**config.mk**
```make
export PLATFORM = sky130hd
export DESIGN_NAME = jedro_1_lsu
export DESIGN_NICKNAME = d
export VERILOG_FILES = /design/src/rtl/jedro_1_lsu.sv
export SDC_FILE = /design/constraint.sdc
export NUM_CORES = 1
export LEC_CHECK = 0
export ABC_AREA = 1
export CAP_MARGIN = 20
export CORE_MARGIN = 8
export CORE_UTILIZATION = 50
export CTS_CLUSTER_SIZE = 10
export DETAILED_ROUTE_END_ITERATION = 8
export PLACE_DENSITY = 0.84
export REMOVE_ABC_BUFFERS = 1
export SKIP_CTS_REPAIR_TIMING = 1
export SLEW_MARGIN = 0
export SYNTH_ARGS = -nofsm -noshare
export SYNTH_HDL_FRONTEND = slang
export SYNTH_SLANG_ARGS = --single-unit
```
**constraint.sdc**
```tcl
create_clock -name clk_i -period 4.2 [get_ports clk_i]
set_input_delay 0.42 -clock clk_i [delete_from_list [all_inputs] [get_ports clk_i]]
set_output_delay 0.42 -clock clk_i [all_outputs]
set_load 0.02 [all_outputs]
```
**src/rtl/jedro_1_lsu.sv**
```systemverilog
// jedro_1_lsu - load-store unit for the jedro_1 core.
//
// Runs one load or store at a time over the core data interface
// (req/gnt/rvalid handshake). Accepts an op from the control FSM,
// checks alignment, drives byte enables and lane-replicated write data,
// holds the request until granted, then waits for the response and
// writes sign/zero-extended load data back to the register file.
//
// Ports:
//   clk_i, rstn_i          clock, asynchronous active-low reset
//   ctrl_*                 op handshake from the control FSM, plus
//                          done/misalign/err pulses and faulting address
//   rf_*                   register-file write port (load writeback)
//   data_*                 core data bus (req/gnt/rvalid protocol)
//
// All outputs are registered.
module jedro_1_lsu #(
  parameter int DATA_WIDTH     = 32,
  parameter int ADDR_WIDTH     = 32,
  parameter int REG_ADDR_WIDTH = 5
) (
  input  logic                      clk_i,
  input  logic                      rstn_i,
  input  logic                      ctrl_valid_i,
  output logic                      ctrl_ready_o,
  input  logic                      ctrl_we_i,
  input  logic [1:0]                ctrl_size_i,
  input  logic                      ctrl_unsigned_i,
  input  logic [ADDR_WIDTH-1:0]     ctrl_addr_i,
  input  logic [DATA_WIDTH-1:0]     ctrl_wdata_i,
  input  logic [REG_ADDR_WIDTH-1:0] ctrl_rd_i,
  output logic                      ctrl_done_o,
  output logic                      ctrl_misalign_o,
  output logic                      ctrl_err_o,
  output logic [ADDR_WIDTH-1:0]     ctrl_bad_addr_o,
  output logic                      rf_we_o,
  output logic [REG_ADDR_WIDTH-1:0] rf_addr_o,
  output logic [DATA_WIDTH-1:0]     rf_data_o,
  output logic                      data_req_o,
  input  logic                      data_gnt_i,
  input  logic                      data_rvalid_i,
  output logic                      data_we_o,
  output logic [3:0]                data_be_o,
  output logic [ADDR_WIDTH-1:0]     data_addr_o,
  output logic [DATA_WIDTH-1:0]     data_wdata_o,
  input  logic [DATA_WIDTH-1:0]     data_rdata_i,
  input  logic                      data_err_i
);

  localparam logic [1:0] ST_IDLE = 2'd0;
  localparam logic [1:0] ST_REQ  = 2'd1;
  localparam logic [1:0] ST_WAIT = 2'd2;

  localparam logic [1:0] SZ_BYTE = 2'b00;
  localparam logic [1:0] SZ_HALF = 2'b01;
  localparam logic [1:0] SZ_WORD = 2'b10;

  logic [1:0]                state;
  logic [1:0]                size_q;
  logic                      unsigned_q;
  logic [ADDR_WIDTH-1:0]     addr_q;
  logic [REG_ADDR_WIDTH-1:0] rd_q;

  logic                  legal;
  logic [3:0]            be_next;
  logic [DATA_WIDTH-1:0] wdata_next;
  logic [DATA_WIDTH-1:0] rdata_shifted;
  logic [DATA_WIDTH-1:0] load_ext;

  // Alignment check, byte enables and lane replication for the offered op.
  always_comb begin
    legal      = 1'b0;
    be_next    = 4'b0000;
    wdata_next = ctrl_wdata_i;
    case (ctrl_size_i)
      SZ_BYTE: begin
        legal      = 1'b1;
        be_next    = 4'b0001 << ctrl_addr_i[1:0];
        wdata_next = {4{ctrl_wdata_i[7:0]}};
      end
      SZ_HALF: begin
        legal      = ~ctrl_addr_i[0];
        be_next    = 4'b0011 << {ctrl_addr_i[1], 1'b0};
        wdata_next = {2{ctrl_wdata_i[15:0]}};
      end
      SZ_WORD: begin
        legal      = (ctrl_addr_i[1:0] == 2'b00);
        be_next    = 4'b1111;
        wdata_next = ctrl_wdata_i;
      end
      default: legal = 1'b0;
    endcase
  end

  // Bring the addressed lane down to bit 0, then extend per captured size.
  always_comb begin
    rdata_shifted = data_rdata_i >> {addr_q[1:0], 3'b000};
    case (size_q)
      SZ_BYTE: load_ext = unsigned_q ? {24'b0, rdata_shifted[7:0]}
                                     : {{24{rdata_shifted[7]}}, rdata_shifted[7:0]};
      SZ_HALF: load_ext = unsigned_q ? {16'b0, rdata_shifted[15:0]}
                                     : {{16{rdata_shifted[15]}}, rdata_shifted[15:0]};
      default: load_ext = rdata_shifted;
    endcase
  end

  // Main sequencer. ctrl_ready_o mirrors state==IDLE, so accept is just
  // ctrl_valid_i while idle. Status pulses default low every cycle.
  always_ff @(posedge clk_i or negedge rstn_i) begin
    if (!rstn_i) begin
      state           <= ST_IDLE;
      ctrl_ready_o    <= 1'b1;
      ctrl_done_o     <= 1'b0;
      ctrl_misalign_o <= 1'b0;
      ctrl_err_o      <= 1'b0;
      ctrl_bad_addr_o <= '0;
      rf_we_o         <= 1'b0;
      rf_addr_o       <= '0;
      rf_data_o       <= '0;
      data_req_o      <= 1'b0;
      data_we_o       <= 1'b0;
      data_be_o       <= 4'b0000;
      data_addr_o     <= '0;
      data_wdata_o    <= '0;
      size_q          <= 2'b00;
      unsigned_q      <= 1'b0;
      addr_q          <= '0;
      rd_q            <= '0;
    end else begin
      ctrl_done_o     <= 1'b0;
      ctrl_misalign_o <= 1'b0;
      ctrl_err_o      <= 1'b0;
      rf_we_o         <= 1'b0;
      case (state)
        ST_IDLE: begin
          if (ctrl_valid_i) begin
            if (legal) begin
              state        <= ST_REQ;
              ctrl_ready_o <= 1'b0;
              data_req_o   <= 1'b1;
              data_we_o    <= ctrl_we_i;
              data_be_o    <= be_next;
              data_addr_o  <= {ctrl_addr_i[ADDR_WIDTH-1:2], 2'b00};
              data_wdata_o <= wdata_next;
              size_q       <= ctrl_size_i;
              unsigned_q   <= ctrl_unsigned_i;
              addr_q       <= ctrl_addr_i;
              rd_q         <= ctrl_rd_i;
            end else begin
              ctrl_misalign_o <= 1'b1;
              ctrl_bad_addr_o <= ctrl_addr_i;
            end
          end
        end
        ST_REQ: begin
          if (data_gnt_i) begin
            state      <= ST_WAIT;
            data_req_o <= 1'b0;
          end
        end
        ST_WAIT: begin
          if (data_rvalid_i) begin
            state        <= ST_IDLE;
            ctrl_ready_o <= 1'b1;
            if (data_err_i) begin
              ctrl_err_o      <= 1'b1;
              ctrl_bad_addr_o <= addr_q;
            end else begin
              ctrl_done_o <= 1'b1;
              // x0 is hardwired, so a load to rd=0 retires without a write.
              if (!data_we_o && (rd_q != '0)) begin
                rf_we_o   <= 1'b1;
                rf_addr_o <= rd_q;
                rf_data_o <= load_ext;
              end
            end
          end
        end
        default: begin
          state        <= ST_IDLE;
          ctrl_ready_o <= 1'b1;
          data_req_o   <= 1'b0;
        end
      endcase
    end
  end

endmodule

```
==> flow_summary.ini <==
[timing]
hold_violations = 0
fin_crit_sh = 0.597
fin_tns_setup_ns = 0
fin_worst_skew_ns = 0.00509
rsz0062_at_grt = no
min_period_ns = 2.51
worst_slew_pin_slew_ns = 0.967
slew_violations = 0
setup_viol = 0
holdWs_ns = 0.0858
max_slew_margin = 0.355
fmax_mhz = 399

[grt]
grt_max_degree = 103
globalRoute.totalOverflow = 0
grt_antenna_before_repair = 1
grt_pass1_wl_um = 35900
grt_use_total = 0.231
grt_pass1_vias = 6894

[drt]
wl_per_cell_um = 16.1
finalWirelength_um = 22000
drc = 0
vias = 6938
viasPerCell = 5.09
ant_nets = 0
initialDrtViolationCount = 611
firstDrtPassIters = 7

[die]
core_mm2 = 0.0146
rows = 44
die_area_mm2 = 0.0192
die_y_um = 139
dieWidth_um = 139
start_util = 0.514
io_pins = 255

[setup_path]
worstPathCellList = inv_2, nor2_4, buf_4, nand2_2, o21ai_2, nand2_2, buf_4, nand2_1, o21ai_1
worst_setup_path_start_kind = flop
cp_top_family = buffers and inverters
reg2reg_from = state[1]$_DFFE_PN0P_
crit_type = reg2reg
crit_start = state[1]$_DFFE_PN0P_
cp_max_fo = 62
slowest_delay_ns = 0.46
cp_num_buf_inv = 3
endpoint_kind = flop
crit_cells = 9
cp.required_ns = 4.47
crit_slowest_cell = nand2_2
cp.arrival_ns = 2.78
r2r_cells = 9

[yosys]
syn-instance-count = 972
yosysSeqAreaShare = 0.514
synth_warnings = 0
synthesis.area_mm2 = 0.00751
ys_ff_latch = 154
synth.avg_cell_area_um2 = 7.72
yosysUniqueCellTypes = 25

[final_layout]
drive_gt1_frac = 0.0475
mostFrequentLayoutCells = nand2_1 (299), clkdlybuf4s50_1 (251), dfrtp_1 (153)
multiInputGateArea_mm2 = 0.00277
num-fill-cells = 1160
nNetsFinal = 1277
ff_latch_area_mm2 = 0.00385
final_core_util = 0.717
area_delta_synth_final_pct = 39.4
mostFrequentLayoutCell = nand2_1
stdcell_count = 1364

[place]
finalWeightedCongestion = 0.842
dp_cells = 1330
place_hpwl_um = 15700
io_buffers = 252

[power_and_ir_drop]
peakVddDrop_mv = 0.369
p_per_area_mw_per_mm2 = 670
leakage_nw = 4.90
total_power_mw = 7.01

[cts]
cts_tree = done
clockBufferDepth = 2
clk_pin_slew_ns = 0.06
numCtsBuffers = 17
htree_num_levels = 4
clock-sinks = 154
clk_latency_ns = 0.42
root_buffer = clkbuf_16

[run]
maxCapViolCount = 0

[hold_path]
hp-class = in2async

[run_status]
outcome = completed
-- through the flow --
stage                     cell area (um2)  setup slack (ns)
after floorplan                      7010              1.46
after global placement               9840              1.55
after detailed placement             9840              1.48
after CTS                           10400              1.62
after global routing                10500              1.41
final                               10500              1.69
-- sequential cells by signal, indices dropped and copies added, names as in the netlist, 2 cells and up --
| register | count |
|---|---|
| ctrl_bad_addr_o | 32 |
| size_q | 2 |
| rf_data_o | 32 |
| state | 2 |
| addr_q | 32 |
| rd_q | 5 |
| data_wdata_o | 32 |
| rf_addr_o | 5 |
| data_be_o | 4 |
-- synthesized netlist by cell type (all sizes together) --
master    n  area (um2)
nand2   303        1150
buf      64         412
dfstp     1        26.3
clkinv    2        7.51
o22ai     7        43.8
nor2     66         263
o21a      2        15.0
nand3    29         160
inv     100         375
nor3      1        5.00
a31oi     4        25.0
o21ai   175         880
conb      1        3.75
dfrtp   153        3830
clkbuf   23        86.3
a21oi    23         115
nand4    18         113
-- layer usage --
layer / vias to the layer above / global-route usage / part of all wire / routed length, um
met5: - / 0 / 0 / 0
met4: 0 / 0.125 / 0.046 / 1010
met3: 60 / 0.0747 / 0.088 / 1940
met2: 269 / 0.364 / 0.47 / 10300
met1: 3167 / 0.276 / 0.40 / 8820
li1: 3442 / - / - / -
-- kinds of logic (layout without fill, tap and decap cells) --
group | count (synthesis) | count (layout) | synth area share
buffers and inverters | 189 | 395 | 0.117
other | 1 | 3 | 0.000500
AOI/OAI and AO/OA | 211 | 211 | 0.144
DFF | 154 | 154 | 0.514
and+or+nand+nor | 417 | 417 | 0.225
-- power breakdown --
group	leakage (nW)	total [mW]	switching [mW]	internal, mW
logic	2.71	3.07	1.73	1.34
clock network	0.291	1.56	0.625	0.939
registers	1.90	2.38	0.346	2.03
total	4.90	7.01	2.70	4.31
-- path summary, 6_finish.rpt --
check | endpoint | slack, ns
setup / recovery | ctrl_bad_addr_o[25]$_DFFE_PN0P_ | 1.69
hold / removal | ctrl_done_o$_DFF_PN0_ | 0.09
min in group clk_i | rf_data_o[15]$_DFFE_PN0P_ | 0.48
hold reg to reg | rf_data_o[15]$_DFFE_PN0P_ | 0.48
max in group asynchronous | addr_q[27]$_DFFE_PN0P_ | 3.31
setup reg to reg | ctrl_bad_addr_o[25]$_DFFE_PN0P_ | 1.69
-- final cells by class --
cell class	instances	share of cell area
sequential	154	0.368
multi-input combinational	630	0.265
timing repair buffer	261	0.250
clock buffer	18	0.0410
inverter	102	0.0366
tap	184	0.0220
clock inverter	14	0.0165
antenna	1	0.000239
No activity file was read; power rests on OpenSTA's default activity.
